### src/rtl/spk_tone_scheduler.sv
// Round-robin arbiter that shares one tone generator. Grant takes one cycle and the tone starts on the next cycle.
// Requesters hold valid until they see their req_ready pulse. Requests are not accepted while a tone or gap is active.
module spk_tone_scheduler #(
   parameter int NUM_REQ  = 4,
   parameter int HP_W     = 16,
   parameter int DUR_W    = 12,
   parameter int TICK_CYC = 32000,
   parameter int GAP_MS   = 10,
   localparam int ID_W    = (NUM_REQ > 1) ? $clog2(NUM_REQ) : 1
) (
   input  logic                     clk,
   input  logic                     resetn,
   input  logic [NUM_REQ-1:0]       req_valid,
   input  logic [NUM_REQ*HP_W-1:0]  req_half_period,
   input  logic [NUM_REQ*DUR_W-1:0] req_dur_ms,
   output logic [NUM_REQ-1:0]       req_ready,
   input  logic                     abort,
   output logic                     tone_on,
   output logic [HP_W-1:0]          tone_half_period,
   output logic [ID_W-1:0]          active_id,
   output logic                     tone_done,
   output logic                     done_aborted,
   output logic                     busy
);

   localparam logic [1:0] ST_IDLE = 2'd0;
   localparam logic [1:0] ST_PLAY = 2'd1;
   localparam logic [1:0] ST_GAP  = 2'd2;

   localparam int PS_W = $clog2(TICK_CYC + 1);
   localparam logic [PS_W-1:0]  PS_LAST = PS_W'(TICK_CYC - 1);
   localparam logic [DUR_W-1:0] GAP_LEN = DUR_W'(GAP_MS);

   logic [1:0]       state;
   logic [ID_W-1:0]  ptr;
   logic [PS_W-1:0]  presc;
   logic [DUR_W-1:0] remaining;

   logic [ID_W:0]    scan;
   logic             found;
   logic             grant;
   logic [ID_W-1:0]  grant_id;
   logic [HP_W-1:0]  grant_hp;
   logic [DUR_W-1:0] grant_dur;

   // First valid requester at or after the pointer, wrapping modulo NUM_REQ.
   always_comb begin
      req_ready = '0;
      found     = 1'b0;
      scan      = '0;
      if (state == ST_IDLE) begin
         for (int k = 0; k < NUM_REQ; k++) begin
            scan = {1'b0, ptr} + (ID_W+1)'(k);
            if (scan >= (ID_W+1)'(NUM_REQ)) scan = scan - (ID_W+1)'(NUM_REQ);
            if (!found && req_valid[scan[ID_W-1:0]]) begin
               req_ready[scan[ID_W-1:0]] = 1'b1;
               found = 1'b1;
            end
         end
      end
   end

   always_comb begin
      grant_id  = '0;
      grant_hp  = '0;
      grant_dur = '0;
      for (int i = 0; i < NUM_REQ; i++) begin
         if (req_ready[i]) begin
            grant_id  = ID_W'(i);
            grant_hp  = req_half_period[i*HP_W +: HP_W];
            grant_dur = req_dur_ms[i*DUR_W +: DUR_W];
         end
      end
   end

   assign grant = |req_ready;

   always_ff @(posedge clk or negedge resetn) begin
      if (!resetn) begin
         state            <= ST_IDLE;
         ptr              <= '0;
         presc            <= '0;
         remaining        <= '0;
         tone_on          <= 1'b0;
         tone_half_period <= '0;
         active_id        <= '0;
         tone_done        <= 1'b0;
         done_aborted     <= 1'b0;
         busy             <= 1'b0;
      end else begin
         tone_done    <= 1'b0;
         done_aborted <= 1'b0;
         case (state)
            ST_IDLE: begin
               if (grant) begin
                  tone_half_period <= grant_hp;
                  active_id        <= grant_id;
                  ptr              <= (grant_id == ID_W'(NUM_REQ - 1)) ? '0 : grant_id + 1'b1;
                  presc            <= '0;
                  // A zero duration or a zero half-period completes at once without a tone.
                  if (grant_dur != '0 && grant_hp != '0) begin
                     remaining <= grant_dur;
                     state     <= ST_PLAY;
                     tone_on   <= 1'b1;
                     busy      <= 1'b1;
                  end else begin
                     tone_done <= 1'b1;
                  end
               end
            end
            ST_PLAY: begin
               // An abort on the final wrap still reports the tone as aborted.
               if (abort || (presc == PS_LAST && remaining == DUR_W'(1))) begin
                  tone_on      <= 1'b0;
                  tone_done    <= 1'b1;
                  done_aborted <= abort;
                  presc        <= '0;
                  if (GAP_MS == 0) begin
                     state <= ST_IDLE;
                     busy  <= 1'b0;
                  end else begin
                     state     <= ST_GAP;
                     remaining <= GAP_LEN;
                  end
               end else if (presc == PS_LAST) begin
                  presc     <= '0;
                  remaining <= remaining - 1'b1;
               end else begin
                  presc <= presc + 1'b1;
               end
            end
            ST_GAP: begin
               if (presc == PS_LAST) begin
                  presc <= '0;
                  if (remaining == DUR_W'(1)) begin
                     state <= ST_IDLE;
                     busy  <= 1'b0;
                  end else begin
                     remaining <= remaining - 1'b1;
                  end
               end else begin
                  presc <= presc + 1'b1;
               end
            end
            default: begin
               state   <= ST_IDLE;
               tone_on <= 1'b0;
               busy    <= 1'b0;
            end
         endcase
      end
   end

endmodule
### config.mk
export PLATFORM = sky130hd
export DESIGN_NAME = spk_tone_scheduler
export DESIGN_NICKNAME = d
export VERILOG_FILES = /design/src/rtl/spk_tone_scheduler.sv
export SDC_FILE = /design/constraint.sdc
export NUM_CORES = 1
export LEC_CHECK = 0
export CORE_UTILIZATION = 46
export CTS_CLUSTER_DIAMETER = 80
export DETAILED_ROUTE_END_ITERATION = 8
export HOLD_SLACK_MARGIN = 0.15
export PLACE_DENSITY = 0.91
export SYNTH_ARGS = -nofsm -noshare
export SYNTH_HDL_FRONTEND = slang
export SYNTH_SLANG_ARGS = --single-unit
### constraint.sdc
create_clock -name clk -period 5.9 [get_ports clk]
set_input_delay 1.77 -clock clk [delete_from_list [all_inputs] [get_ports clk]]
set_output_delay 1.77 -clock clk [all_outputs]
set_load 0.1 [all_outputs]
* Word-level counts from Yosys, hierarchy flattened
Cells that the tools add are included.
Widths: inputs -> output; s select.
** Storage, ports and cells
- Flip-flop bits (word level) :: 53
- Word-level logic and storage cells :: 153
** Operators by class
- Bitwise operators :: 5
- Reductions and logical operators :: 24
- Multiplexer cells :: 80
- $add $sub $neg :: 10
- Equality and inequality tests :: 12
- Magnitude comparators :: 12
** Operators with widths (count)
- $mux 12 :: 10
- $mux 16 :: 4
- $mux 15 :: 3
- $pmux 15 s3 :: 1
- $pmux 12 s3 :: 1
- $mux 2 :: 16
- $mux 4 :: 8
- $mux 1 :: 25
- $reduce_bool 16->1 :: 1
- $add 15x1->15 const B :: 1
- $eq 15x15->1 const B :: 1
- $eq 12x1->1 const B :: 1
- $lt 2x3->1 const B :: 4
- $or 4x4->4 :: 3
- $reduce_bool 12->1 :: 1
- $sub 12x1->12 const B :: 1
- $ne 2x2->1 const B :: 5
- $reduce_and 5->1 :: 2
- $ge 3x3->1 const B :: 3
- $logic_and 1x1->1 :: 9
- $bmux 1 s2 :: 4
- $demux 1 s2 :: 4
- $ge 2x1->1 const B :: 4
- $sub 2x1->2 const B :: 4
- other kinds (20) :: 27

* Logic depth before layout (Yosys ltp)
- Depth in word-level cells :: 28
- Mapped depth :: 16
- Mapped depth without buffers :: 14

* Least setup slack after synthesis
OpenSTA, ideal clock, no wires.
- Path type :: input-to-output
- Start point :: input req_valid[1]
- End point :: output req_ready[1]
- Arrival :: 4.143 ns
- Buffers on the path :: 1
- Setup slack :: -0.013 ns
- Stages :: 5
- Cells stage by stage :: or3b_1 > a2111oi_2 > o21ai_1 > a21oi_2 > clkbuf_1
** On the way
- Longest elaborated chain between the ends :: 16
- Elaborated cells between the ends (all ways) :: 31
- Those cells by class :: mux (22); bitwise (3); reduce/logical (6)
** Ends and longest elaborated chain
- start: declaration :: RTL line 13 : input logic [NUM_REQ-1:0] req_valid,
- $bmux 1 s2 :: RTL line 55 : if (!found && req_valid[scan[ID_W-1:0]]) begin
- $mux 1 (implied by the code) :: RTL line 55
- $mux 1 :: RTL line 55
- $mux 1 :: RTL line 51 : if (state == ST_IDLE) begin
- $logic_not 1->1 :: RTL line 55
- $logic_and 1x1->1 :: RTL line 55
- $mux 1 :: RTL line 55
- $mux 1 :: RTL line 51
- $logic_not 1->1 :: RTL line 55
- $logic_and 1x1->1 :: RTL line 55
- $mux 1 :: RTL line 55
- $mux 1 :: RTL line 51
- $logic_not 1->1 :: RTL line 55
- $logic_and 1x1->1 :: RTL line 55
- $mux 4 * :: RTL line 55
- $mux 4 * :: RTL line 51
- end: declaration :: RTL line 16 : output logic [NUM_REQ-1:0] req_ready,
Mark *: on every way between the ends. The rest lies on a longest branch, timed or not. The select of a mux whose other input is x is not followed.

* Worst setup path in the final report
- Start point :: input req_valid[1]
- End point :: output req_ready[2]
The elaborated chain is that of the path after synthesis.

==> results.md <==
Setup path:
- The signal on the critical path passes through clkdlybuf4s50_1, nand2b_1, mux4_2, o311ai_1, o21ai_1, inv_1, buf_12.
- The critical register-to-register path endpoint is state[1].
- The sort of element at the end of the critical path is an output pin.
- For this run, the slowest stage of the critical path takes ~570 ps.
- The critical path contains buffers and inverters numbering 3 combined.
- The maximum fanout encountered on the critical timing path is 7.
- The path type of the worst setup path is in2out.
- The number of cells on the worst reg-to-reg path is 16.
- The kind of cell with the highest combined delay on the critical path is buffers and inverters.
- Tracing the worst setup path back leads to its startpoint at req_valid[1].
- The startpoint of the worst-slack reg-to-reg timing path is ptr[0].
- The arrival time reported for the critical path endpoint is roughly 4100 ps.
- The worst setup path is launched from an input port.
- Across all register-to-register paths, the minimum setup slack is 940 ps.
- Among all stages on the critical path, the largest delay is contributed by clkdlybuf4s50_1.
- The required time at the worst-slack endpoint is 4130 ps.

Detailed routing:
- For this block, the via count after detailed routing is 4650.
- The number of remaining DRC errors is 0.
- In the routed layout, each cell is associated on average with a via count of 6.29.
- The detail route stage leaves a number of antenna-violating nets equal to 0.
- The detail-routed net length per standard cell is approximately 19 um.
- The detailed-route wire length is roughly 14000 um.
- The count of routing violations after the opening detailed-route iteration is 445.
- The count of TritonRoute iterations in the first routing pass is 5.

Synth:
- The number of nets produced by synthesis is between 600 and 700.
- In this run, synthesis inferred 0 flip-flops with an integrated enable.
- In the synthesized netlist the dominant register cell turns out to be dfrtp_1.
- Synthesis instantiated 61 different standard cells from the library.
- Synthesis handed over a netlist of ~480 instances.
- Counting flops and latches in the post-synthesis netlist gives 53.
- The fraction of registers with async set or reset after synthesis is 100%.
- In this run the cell area of the synthesized design comes to ~4000 um2.
- For this run, the register share of the synthesized area comes to between 30% and 40%.
- After synthesis, the mean cell area works out to ~8.5 um2.
- During synthesis, Yosys emitted a total of 0 warnings.

Power:
- The power per cell area is around 660 nW/um2.
- Across the VDD grid, the largest voltage drop is between 600 and 700 uV.
- The analysis attributes to cell leakage a power of 2.58 nW.
- The design draws a little under 0.004 W.

Global route:
- The global-route wire length before repair is between 20000 and 25000 um.
- The total overflow reported by the global router is 0.
- The largest net degree at the start of global routing is between 50 and 60.
- The initial antenna violation count is 0.
- The number of global-route vias before repair is 4513.
- Global routing used ~30% of the available tracks.

Floorplan:
- From bottom edge to top edge, the die measures 96.0 um.
- The initialized floorplan defines 33 standard-cell rows.
- between 100 and 150 I/O pins were placed.
- The core region is roughly 8400 um2.
- The die covers a little over 9000 um2.
- The starting density of the core is roughly half.
- From left edge to right edge, the die measures 96.0 um.

Clocking:
- The cell at the root of the clock tree is clkbuf_8.
- The number of buffers inserted by hold repair at cts is 0.
- Counting the buffers created by CTS gives 5.
- The post-cts gate resize count is 0.
- The number of buffers inserted by post-CTS setup repair is 0.
- TritonCTS built the clock tree.
- The count of clock tree sinks is between 50 and 60.
- The insertion delay to the later sink of the worst-skew pair is between 300 and 400 ps.
- The longest clock path from root to sink contains 2 buffers.
- The maximum level of the CTS H-tree is 2.
- Clock-pin slew was measured on the worst setup and hold paths at approximately 100 ps.

Timing:
- The worst path meets setup with 30.4 ps of slack.
- The worst-case hold slack is a little under 500 ps.
- For the final database, setup skew stands at approximately 7 ps.
- The transition time of the tightest slew-check pin is between 1000 and 1500 ps.
- The post-route fraction of the period consumed by the critical path is 99.5%.
- The clock period could shrink to around 5900 ps.
- Adding up every negative setup slack in the final design gives 0 ps.
- The number of max-slew violations in the final report was 0.
- The hold violation total from the final report is 0.
- Setup violations remaining at the end of the flow were counted as 0.
- The normalized max-slew margin is a little under a third.
- The maximum clock frequency is 170 MHz.

Finish:
- For this run, the number of standard cells in the final layout without fillers is about 740.
- The number of nets in the final layout is between 700 and 800.
- Counting the fill cells in the layout gives 605.
- The layout overhead on the synthesized area is 46.2%.
- The number of antenna repair diodes is 0.
- The proportion of layout cells with a drive suffix above 1 is 10.1%.

Job:
- Max-cap violations in this run came to 0.

Placed design:
- Routability-driven placement finished with a final weighted congestion of 0.977.
- The placed instance count is 731.
- Detailed placement finished with a half-perimeter wire length of 10600 um.
- The worst setup slack before clock tree synthesis is -35.1 ps.
- The number of port buffers is ~140.

Hold path:
- The worst hold path terminates at tone_half_period[6].
- In this run the worst hold path is classified as reg2reg.
- The number of cells on the worst hold path is 1.
- The hold path startpoint is tone_half_period[6].

Status:
- The flow ran to the end, and the final reports show no timing, DRC or antenna violations.
[cells in the final DEF (no fill, tap or decap), types with 4 or more instances in the layout]
cell             Yosys  final
a211oi_1             6      6
a21o_1              14     14
a21oi_1             14     14
a221oi_1            28     28
a22o_1               5      5
a31oi_1              5      5
a32oi_1             21     21
and3_1               9      9
buf_12               0      6
buf_4                0     27
clkbuf_8             0      7
clkdlybuf4s50_1      0    137
dfrtp_1             53     53
ha_1                15     15
inv_1               42     42
nand2_1             39     39
nand2b_1             8      8
nand3_1              8      8
nand3b_1             6      6
nand4_1              6      6
nor2_1              40     40
nor2b_1              4      4
nor3_1               6      5
nor4_1               8      8
o21ai_0             38     38
o21ai_1              4      4
o2bb2ai_1            9      9
o31ai_1              6      6
or2_2                4      4
or3_1                4      4
[Yosys cell counts (all sizes together), types with 7 or more instances]
library cell / n / area share [%]
nand3: 8 / 0.98
nand2: 39 / 3.6
buf: 8 / 1.6
and3: 9 / 1.4
o31ai: 8 / 1.9
nand2b: 8 / 1.2
mux2: 7 / 2.0
a21oi: 16 / 2.2
o2bb2ai: 9 / 1.9
inv: 43 / 4.0
ha: 15 / 4.6
a221oi: 28 / 6.0
a32oi: 21 / 4.5
o21ai: 42 / 5.2
dfrtp: 53 / 33
nor4: 8 / 1.2
nor2: 41 / 3.8
clkbuf: 18 / 1.7
a21o: 14 / 2.6
[worst register-to-register path: cells and delay by family, from the launching register on]
family                   cells  cell delay [ps]
AO/OA/AOI/OAI                5             1030
multiplexers                 2              980
flip-flops                   1              590
buffers and inverters        4              790
adder cells (fa/ha/maj)      1              460
AND/OR/NAND/NOR              4             1010
[area by class of cell]
class / instances / area [um2] / area share (%)
clock buffers: 7 / 96.3 / 1.62
multi-input cells: 357 / 2500 / 42.0
inverters: 43 / 161 / 2.72
clock inverters: 1 / 8.76 / 0.147
repair buffers: 173 / 1720 / 29.0
well taps: 105 / 131 / 2.21
flip-flops and latches: 53 / 1330 / 22.3
[how the worst max path moves through the flow]
| stage | to | slack [ps] | depth (start not counted) |
|---|---|---|---|
| detailed placement | state[1] | -40 | 15 |
| CTS | req_ready[1] | 60 | 8 |
| floorplan | req_ready[3] | 80 | 6 |
| global route | req_ready[1] | -20 | 8 |
| global placement | req_ready[0] | 140 | 8 |
| finish | req_ready[2] | 30 | 7 |
[stage by stage]
| step | area, um2 | util (%) |
|---|---|---|
| after floorplan | 4070 | - |
| after global placement | 5810 | 69.3 |
| after detailed placement | 5810 | 69.3 |
| after CTS | 5910 | 70.6 |
| after global routing | 5940 | 70.9 |
| final | 5940 | 70.9 |
[flip-flops by register name (all words and copies together) (netlist names)]
signal and cells:
state 2, done_aborted 1, tone_half_period 16, ptr 2, active_id 2, busy 1, tone_done 1, tone_on 1
remaining 12, presc 15
[layer usage]
layer  global-route usage (%)  vias to the layer above  part of all wire [%]
met5                        0                        -                     0
met4                     12.4                        0                   3.3
met3                     5.21                       42                   9.5
met2                     52.8                      304                    47
met1                     37.4                     2176                    40
li1                         -                     2128                     -
[cell families (layout without fill, tap and decap cells)]
group                      after synthesis  in the layout  synth area share (%)
AOI/OAI and AO/OA                      177            177                  32.7
and+or+nand+nor                        155            155                  19.1
buffers and inverters                   69            224                  7.20
DFF                                     53             53                  32.6
adders and majority gates               15             15                  4.62
muxes                                   10             10                  3.69
[power by group]
| group | total, W | switching [W] | internal [W] |
|---|---|---|---|
| combinational | 0.00308 | 0.00197 | 0.00111 |
| clock | 0.000238 | 0.000129 | 0.000109 |
| sequential | 0.000596 | 0.000102 | 0.000494 |
No activity file was read; power rests on OpenSTA's default activity.
